## config.mk

```make
export PLATFORM = sky130hd
export DESIGN_NAME = jtframe_romrq_arb_flat
export DESIGN_NICKNAME = d
export VERILOG_FILES = /design/src/rtl/jtframe_arb_pkg.sv /design/src/rtl/jtframe_romrq_arb_if.sv /design/src/rtl/jtframe_romrq_slot.sv /design/src/rtl/jtframe_romrq_arb.sv /design/src/flat_wrapper.sv
export SDC_FILE = /design/constraint.sdc
export NUM_CORES = 1
export LEC_CHECK = 0
export CAP_MARGIN = 5
export CORE_ASPECT_RATIO = 0.7
export CORE_UTILIZATION = 49
export DETAILED_ROUTE_END_ITERATION = 6
export PLACE_DENSITY = 0.81
export SETUP_SLACK_MARGIN = 0.1
export SLEW_MARGIN = 20
export SYNTH_ARGS = -nofsm -noshare
export SYNTH_HDL_FRONTEND = slang
export SYNTH_HIERARCHICAL = 1
export SYNTH_SLANG_ARGS = --single-unit
```

## constraint.sdc

```tcl
create_clock -name clk -period 2.76 [get_ports clk]
set_input_delay 0.414 -clock clk [delete_from_list [all_inputs] [get_ports clk]]
set_output_delay 0.414 -clock clk [all_outputs]
set_load 0.02 [all_outputs]
```

## src/rtl/jtframe_arb_pkg.sv

```systemverilog
// Shared constants and FSM state type for the ROM request arbiter.
// Holds the default requester count, address width and data width.
package jtframe_arb_pkg;
  localparam int ARB_N  = 4;
  localparam int ARB_AW = 22;
  localparam int ARB_DW = 32;

  typedef enum logic [1:0] {
    ST_IDLE  = 2'd0,
    ST_ISSUE = 2'd1,
    ST_WAIT  = 2'd2
  } arb_state_e;

  // Index width for N requesters; a single requester still needs one bit.
  function automatic int idx_w(input int n);
    return (n > 1) ? $clog2(n) : 1;
  endfunction
endpackage

```

## src/rtl/jtframe_romrq_arb_if.sv

```systemverilog
// Bus bundle between the ROM requesters, the arbiter and the SDRAM controller.
// Also carries the arbiter FSM state so checkers can observe it.
interface jtframe_romrq_arb_if #(
  parameter int N  = jtframe_arb_pkg::ARB_N,
  parameter int AW = jtframe_arb_pkg::ARB_AW,
  parameter int DW = jtframe_arb_pkg::ARB_DW
);
  import jtframe_arb_pkg::*;

  logic            downloading;
  logic [N-1:0]    req;
  logic [N*AW-1:0] addr;
  logic [N-1:0]    ok;
  logic [N*DW-1:0] dout;
  // sdram_req is a valid held high until the cycle sdram_ack (ready) is seen;
  // data_rdy is a one-cycle strobe qualifying data_read.
  logic            sdram_req;
  logic [AW-1:0]   sdram_addr;
  logic            sdram_ack;
  logic            data_rdy;
  logic [DW-1:0]   data_read;
  logic            refresh_en;
  arb_state_e      state;

  modport slave (
    input  downloading, req, addr, sdram_ack, data_rdy, data_read,
    output ok, dout, sdram_req, sdram_addr, refresh_en, state
  );

  modport master (
    output downloading, req, addr, sdram_ack, data_rdy, data_read,
    input  ok, dout, sdram_req, sdram_addr, refresh_en, state
  );
endinterface

```

## src/rtl/jtframe_romrq_slot.sv

```systemverilog
// One-entry read cache for a single ROM requester: valid, tag and data.
// A hit raises ok combinationally; a requested miss is reported as pending.
module jtframe_romrq_slot
  import jtframe_arb_pkg::*;
#(
  parameter int AW = ARB_AW,
  parameter int DW = ARB_DW
) (
  input  logic          clk,
  input  logic          rst_n,
  input  logic          clr_i,
  input  logic          load_i,
  input  logic [AW-1:0] tag_i,
  input  logic [DW-1:0] data_i,
  input  logic          req_i,
  input  logic [AW-1:0] addr_i,
  output logic          ok_o,
  output logic [DW-1:0] dout_o,
  output logic          pending_o
);
  logic          valid_q, valid_d;
  logic [AW-1:0] tag_q, tag_d;
  logic [DW-1:0] data_q, data_d;
  logic          hit;

  assign hit       = valid_q && (tag_q == addr_i);
  assign ok_o      = req_i && hit;
  assign pending_o = req_i && !hit;
  assign dout_o    = data_q;

  always_comb begin
    valid_d = valid_q;
    tag_d   = tag_q;
    data_d  = data_q;
    if (load_i) begin
      valid_d = 1'b1;
      tag_d   = tag_i;
      data_d  = data_i;
    end
    // A ROM download invalidates everything, even a fill landing this cycle.
    if (clr_i) valid_d = 1'b0;
  end

  always_ff @(posedge clk or negedge rst_n) begin
    if (!rst_n) begin
      valid_q <= 1'b0;
      tag_q   <= '0;
      data_q  <= '0;
    end else begin
      valid_q <= valid_d;
      tag_q   <= tag_d;
      data_q  <= data_d;
    end
  end
endmodule

```

## src/rtl/jtframe_romrq_arb.sv

```systemverilog
// Round-robin arbiter sharing one SDRAM read port between N cached requesters.
// One transaction is in flight at a time; the fill goes to the granted slot.
module jtframe_romrq_arb
  import jtframe_arb_pkg::*;
#(
  parameter int N  = ARB_N,
  parameter int AW = ARB_AW,
  parameter int DW = ARB_DW
) (
  input  logic               clk,
  input  logic               rst_n,
  jtframe_romrq_arb_if.slave bus
);
  localparam int IW = idx_w(N);

  arb_state_e    state_q;
  logic [IW-1:0] gnt_q;
  logic [IW-1:0] rr_q;
  logic          sdram_req_q;
  logic [AW-1:0] sdram_addr_q;

  logic [IW-1:0] sel;
  logic [IW-1:0] cand;
  logic          sel_vld;
  logic          complete;
  logic [N-1:0]  pending;
  logic [N-1:0]  load;
  logic [N-1:0]  ok_w;
  logic [N*DW-1:0] dout_w;
  logic [AW-1:0] addr_a [N];

  for (genvar k = 0; k < N; k++) begin : g_slot
    assign addr_a[k] = bus.addr[k*AW +: AW];
    assign load[k]   = complete && !bus.downloading && (gnt_q == IW'(k));

    jtframe_romrq_slot #(.AW(AW), .DW(DW)) u_slot (
      .clk       (clk),
      .rst_n     (rst_n),
      .clr_i     (bus.downloading),
      .load_i    (load[k]),
      .tag_i     (sdram_addr_q),
      .data_i    (bus.data_read),
      .req_i     (bus.req[k]),
      .addr_i    (addr_a[k]),
      .ok_o      (ok_w[k]),
      .dout_o    (dout_w[k*DW +: DW]),
      .pending_o (pending[k])
    );
  end

  // First pending slot at or after rr_q, wrapping modulo N.
  always_comb begin
    sel     = '0;
    sel_vld = 1'b0;
    cand    = '0;
    for (int i = 0; i < N; i++) begin
      cand = IW'((int'(rr_q) + i) % N);
      if (!sel_vld && pending[cand]) begin
        sel     = cand;
        sel_vld = 1'b1;
      end
    end
  end

  assign complete = ((state_q == ST_ISSUE) && bus.sdram_ack && bus.data_rdy) ||
                    ((state_q == ST_WAIT)  && bus.data_rdy);

  always_ff @(posedge clk or negedge rst_n) begin
    if (!rst_n) begin
      state_q      <= ST_IDLE;
      gnt_q        <= '0;
      rr_q         <= '0;
      sdram_req_q  <= 1'b0;
      sdram_addr_q <= '0;
    end else begin
      case (state_q)
        ST_IDLE: begin
          if (sel_vld && !bus.downloading) begin
            gnt_q        <= sel;
            rr_q         <= IW'((int'(sel) + 1) % N);
            sdram_addr_q <= addr_a[sel];
            sdram_req_q  <= 1'b1;
            state_q      <= ST_ISSUE;
          end
        end
        ST_ISSUE: begin
          if (bus.sdram_ack) begin
            sdram_req_q <= 1'b0;
            state_q     <= bus.data_rdy ? ST_IDLE : ST_WAIT;
          end
        end
        ST_WAIT: begin
          if (bus.data_rdy) state_q <= ST_IDLE;
        end
        default: state_q <= ST_IDLE;
      endcase
    end
  end

  assign bus.ok         = ok_w;
  assign bus.dout       = dout_w;
  assign bus.sdram_req  = sdram_req_q;
  assign bus.sdram_addr = sdram_addr_q;
  assign bus.state      = state_q;
  // Refresh is offered whenever the port is idle with nothing to fetch, and during reset.
  assign bus.refresh_en = !rst_n || ((state_q == ST_IDLE) && !(|pending));
endmodule

```

## src/flat_wrapper.sv

```systemverilog
// flat-port wrapper written by rule: the top's interface ports become plain ports
module jtframe_romrq_arb_flat import jtframe_arb_pkg::*;
#(
  parameter int N  = ARB_N,
  parameter int AW = ARB_AW,
  parameter int DW = ARB_DW
)
  (clk, rst_n, bus_downloading, bus_req, bus_addr, bus_sdram_ack, bus_data_rdy, bus_data_read, bus_ok, bus_dout, bus_sdram_req, bus_sdram_addr, bus_refresh_en, bus_state);
  jtframe_romrq_arb_if #(.N(N), .AW(AW), .DW(DW)) bus_i ();
  input  logic clk;
  input  logic rst_n;
  input wire logic [$bits(bus_i.downloading)-1:0] bus_downloading;
  input wire logic [$bits(bus_i.req)-1:0] bus_req;
  input wire logic [$bits(bus_i.addr)-1:0] bus_addr;
  input wire logic [$bits(bus_i.sdram_ack)-1:0] bus_sdram_ack;
  input wire logic [$bits(bus_i.data_rdy)-1:0] bus_data_rdy;
  input wire logic [$bits(bus_i.data_read)-1:0] bus_data_read;
  output wire logic [$bits(bus_i.ok)-1:0] bus_ok;
  output wire logic [$bits(bus_i.dout)-1:0] bus_dout;
  output wire logic [$bits(bus_i.sdram_req)-1:0] bus_sdram_req;
  output wire logic [$bits(bus_i.sdram_addr)-1:0] bus_sdram_addr;
  output wire logic [$bits(bus_i.refresh_en)-1:0] bus_refresh_en;
  output wire logic [$bits(bus_i.state)-1:0] bus_state;
  assign bus_i.downloading = bus_downloading;
  assign bus_i.req = bus_req;
  assign bus_i.addr = bus_addr;
  assign bus_i.sdram_ack = bus_sdram_ack;
  assign bus_i.data_rdy = bus_data_rdy;
  assign bus_i.data_read = bus_data_read;
  assign bus_ok = bus_i.ok;
  assign bus_dout = bus_i.dout;
  assign bus_sdram_req = bus_i.sdram_req;
  assign bus_sdram_addr = bus_i.sdram_addr;
  assign bus_refresh_en = bus_i.refresh_en;
  assign bus_state = bus_i.state;
  jtframe_romrq_arb #(.N(N), .AW(AW), .DW(DW)) u_core (.clk(clk), .rst_n(rst_n), .bus(bus_i));
endmodule
```

==> impl_metrics.sql <==
INSERT INTO impl_metrics (metric_group, metric, value, unit) VALUES
('worst_setup_path', 'cp-end-kind', 'output port', ''),
('grt', 'via_count_of_the_first_global_routing_pass', '8398', ''),
('worst_setup_path', 'path_cells', 'xnor2_1 -> nand4_1 -> nor4_2 -> buf_4 -> a21boi_2 -> nor4_2 -> buf_4 -> nand2_4 -> nand2_2 -> buf_6', ''),
('worst_setup_path', 'cp-start-kind', 'register', ''),
('routing', 'routed-via-count', '8145', ''),
('finish', 'syn2layout_area_growth', '44.6', '%'),
('clock_network', 'clk_root_buffer_cell', 'sky130_fd_sc_hd__clkbuf_16', ''),
('clock_network', 'cts.sink_count', '249', ''),
('placed_design', 'dp_hpwl', '21700', 'µm'),
('timing', 'final.setup_skew', '0.0134', 'ns'),
('routing', 'route.detailed.drc', '0', ''),
('timing', 'tightest_slew', '0.940', 'ns'),
('floorplan', 'starting_utilization_of_the_core_area', '50.8', '%'),
('synth', 'post-synth-top-count-cell', 'sky130_fd_sc_hd__dfrtp_1', ''),
('synth', 'synth.distinct_cells', '38', ''),
('timing', 'fin_tns_setup', '-2.99', 'ns'),
('clock_network', 'path_clk_slew', '0.07', 'ns'),
('status', 'failed_checks', 'setup timing', ''),
('routing', 'detailedRoute.firstPassIterationCount', '5', ''),
('routing', 'drt-total-wl', '32400', 'µm'),
('worst_setup_path', 'worst_r2r_path_depth', '12', ''),
('synth', 'synth_top_cells_by_area', 'sky130_fd_sc_hd__dfrtp_1 (56%), sky130_fd_sc_hd__mux2_2 (22%), sky130_fd_sc_hd__xnor2_1 (6.0%)', ''),
('synth', 'synth_area_leader_cell', 'sky130_fd_sc_hd__dfrtp_1', ''),
('routing', 'count_of_antenna_violating_nets_left_after_detailed_routing', '0', ''),
('floorplan', 'placement_rows', '45', ''),
('grt', 'grt_overflow', '0', ''),
('timing', 'layout_setup_ws', '-0.327', 'ns'),
('synth', 'synth_cells', '817', ''),
('power', 'powerDensity', '1070', 'nW/µm²'),
('floorplan', 'ports_placed_on_the_boundary', '287', ''),
('finish', 'final_net_count', '1278', ''),
('worst_setup_path', 'slowest_stage_cell_cp', 'sky130_fd_sc_hd__dfrtp_1', ''),
('status', 'run_status', 'complete, but fails checks', ''),
('finish', 'multi_input_area', '5020', 'µm²'),
('grt', 'track_usage', '26.4', '%'),
('synth', 'asyncSetResetFlopFracSynth', '100', '%'),
('worst_setup_path', 'arrival', '2.67', 'ns'),
('clock_network', 'max-clock-path-buffers', '3', ''),
('synth', 'netlist_top_cells_count', 'sky130_fd_sc_hd__dfrtp_1 (249), sky130_fd_sc_hd__mux2_2 (216), sky130_fd_sc_hd__xnor2_1 (77)', ''),
('worst_setup_path', 'cp_required', '2.35', 'ns'),
('routing', 'post_drt_via_cell_ratio', '5.53', ''),
('grt', 'grt_pass1_wl', '47800', 'µm'),
('synth', 'netlist.area_leader.share', '55.6', '%'),
('worst_setup_path', 'timing.setup.critical_path_class', 'reg2out', ''),
('synth', 'synth_edf_count', '0', ''),
('worst_setup_path', 'worst_path_largest_cell_delay', '0.40', 'ns'),
('timing', 'fin_worst_hold_slack', '0.339', 'ns'),
('timing', 'finalHoldViolCount', '0', ''),
('finish', 'final_core_util', '73.5', '%'),
('worst_setup_path', 'critical_path_depth', '10', ''),
('synth', 'synth_seq_area_share', '55.6', '%'),
('worst_setup_path', 'crit_family', 'simple AND/OR/NAND/NOR gates', ''),
('clock_network', 'cts-buffers-inserted', '25', ''),
('finish', 'area.sequential', '6230', 'µm²'),
('timing', 'maxSlewHeadroom', '37.3', '%'),
('placed_design', 'port_buffers', '286', ''),
('grt', 'grt_antenna_before_repair', '2', ''),
('timing', 'rsz_0062_raised_after_global_routing', 'true', ''),
('floorplan', 'die_height', '129', 'µm'),
('worst_setup_path', 'critical_path_buf_inv_count', '3', ''),
('timing', 'timing.final.crit_share', '112', '%'),
('timing', 'finalWorstPathRequiredPeriod', '3.09', 'ns'),
('worst_setup_path', 'path_max_fanout', '2', ''),
('worst_hold_path', 'hold_path_depth', '3', ''),
('clock_network', 'cts.htree.levels', '1', ''),
('flow_run', 'max-cap-violations', '0', ''),
('floorplan', 'core_region_area', '22100', 'µm²'),
('timing', 'setup_viol', '23', ''),
('finish', 'layout.filler_cells', '1471', ''),
('worst_hold_path', 'worstHoldPathType', 'in2reg', ''),
('placed_design', 'dp_cells', '1414', '');
worst reg2reg max path, stage by stage, from the launching register on:
cell,delay (ns)
sky130_fd_sc_hd__dfrtp_1,0.40
sky130_fd_sc_hd__xnor2_1,0.21
sky130_fd_sc_hd__nand4_1,0.23
sky130_fd_sc_hd__nor4_2,0.32
sky130_fd_sc_hd__buf_4,0.20
sky130_fd_sc_hd__a21boi_2,0.07
sky130_fd_sc_hd__buf_4,0.14
sky130_fd_sc_hd__buf_4,0.14
sky130_fd_sc_hd__a2bb2oi_4,0.25
sky130_fd_sc_hd__and2_4,0.28
sky130_fd_sc_hd__buf_12,0.18
sky130_fd_sc_hd__mux2i_4,0.27
sky130_fd_sc_hd__o211ai_2,0.09
flip-flops by register name, summed over array words and instances (netlist names):
signal and count:
u_core/bus.state 2, u_core/g_slot.u_slot/tag_q 88, u_core/rr_q 2, u_core/g_slot.u_slot/valid_q 4
u_core/gnt_q 2, u_core/g_slot.u_slot/dout_o 128, u_core/bus.sdram_addr 22, u_core/bus.sdram_req 1
cell families after synthesis:
kind of cell           after synthesis  share of synthesized area [%]
flip-flops                         249                           55.6
multiplexers                       239                           23.7
AND/OR/NAND/NOR                    117                           5.48
XOR/XNOR                            89                           6.95
AO/OA/AOI/OAI                       80                           5.72
buffers and inverters               43                           2.53
power by group:
| part | internal [mW] | switching (mW) | leakage (nW) |
|---|---|---|---|
| registers | 5.21 | 1.21 | 3.24 |
| logic | 4.05 | 3.32 | 3.46 |
| clock network | 2.16 | 1.41 | 0.413 |
| total | 11.4 | 5.94 | 7.12 |
through the flow:
| stage | worst slack (ns) | cell area (µm²) | power, mW |
|---|---|---|---|
| 6_report | -0.327 | 16200 | 17.3 |
| 5_1_grt | -0.393 | 16200 | 18.1 |
| 4_1_cts | -0.203 | 15800 | 17.0 |
| 3_5_place_dp | -0.809 | 14800 | 13.3 |
| 3_3_place_gp | -0.803 | 14800 | 13.0 |
| 2_1_floorplan | 0.366 | 11200 | 9.92 |
path summary, 6_finish.rpt:
check                                                   startpoint                                  to  slack, ns
min in group asynchronous                                    rst_n  u_core/g_slot[2].u_slot/dout_o[16]       0.46
worst min register to register  u_core/g_slot[2].u_slot/dout_o[18]  u_core/g_slot[2].u_slot/dout_o[18]       0.50
max in group asynchronous                                    rst_n   u_core/g_slot[1].u_slot/dout_o[9]       1.37
worst max register to register   u_core/g_slot[0].u_slot/tag_q[12]           u_core/bus.sdram_addr[11]      -0.15
worst min-delay path                                  bus_addr[86]           u_core/bus.sdram_addr[20]       0.34
worst max-delay path             u_core/g_slot[0].u_slot/tag_q[12]                      bus_refresh_en      -0.33
layout make-up:
type                       instances  share of cell area (%)
multi-input combinational        525                    31.0
inverter                           1                  0.0232
clock buffer                      38                    4.41
clock inverter                     7                   0.872
sequential                       249                    38.4
antenna                            1                  0.0154
tap                              305                    2.35
timing repair buffer             347                    22.9
layout by cell type, fill, tap and decap left out, drive strengths merged, types with 2 or more instances in the layout:
| master | count |
|---|---|
| clkdlybuf4s50 | 272 |
| dfrtp | 249 |
| mux2 | 216 |
| xnor2 | 77 |
| buf | 60 |
| clkbuf | 44 |
| nand2 | 37 |
| a21boi | 28 |
| and3 | 27 |
| o21ai | 23 |
| mux2i | 23 |
| o211ai | 22 |
| nand4 | 20 |
| nor2 | 14 |
| xor2 | 12 |
| nor4 | 10 |
| dlymetal6s2s | 5 |
| bufinv | 4 |
| dlygate4sd2 | 3 |
| nand2b | 2 |
| inv | 2 |
| nor3b | 2 |
what timing repair did:
action / CTS / global route
endpoints found under the hold margin: 26 / 0
endpoints found under the setup margin: 30 / 32
setup buffers: 2 / 4
gates resized for setup: 42 / 52
pin swaps: 9 / 10
hold buffers: 2 / 0
cloned: 0 / 5
per-layer routing:
metal  track usage [%]  up-vias  share of wire [%]
li1                  -     3595                  -
met1              38.0     4157                 45
met2              41.8      346                 45
met3              5.60       47                8.2
met4              5.15        0                1.7
met5                 0        -                  0
Power figures use the tool's default switching activity.
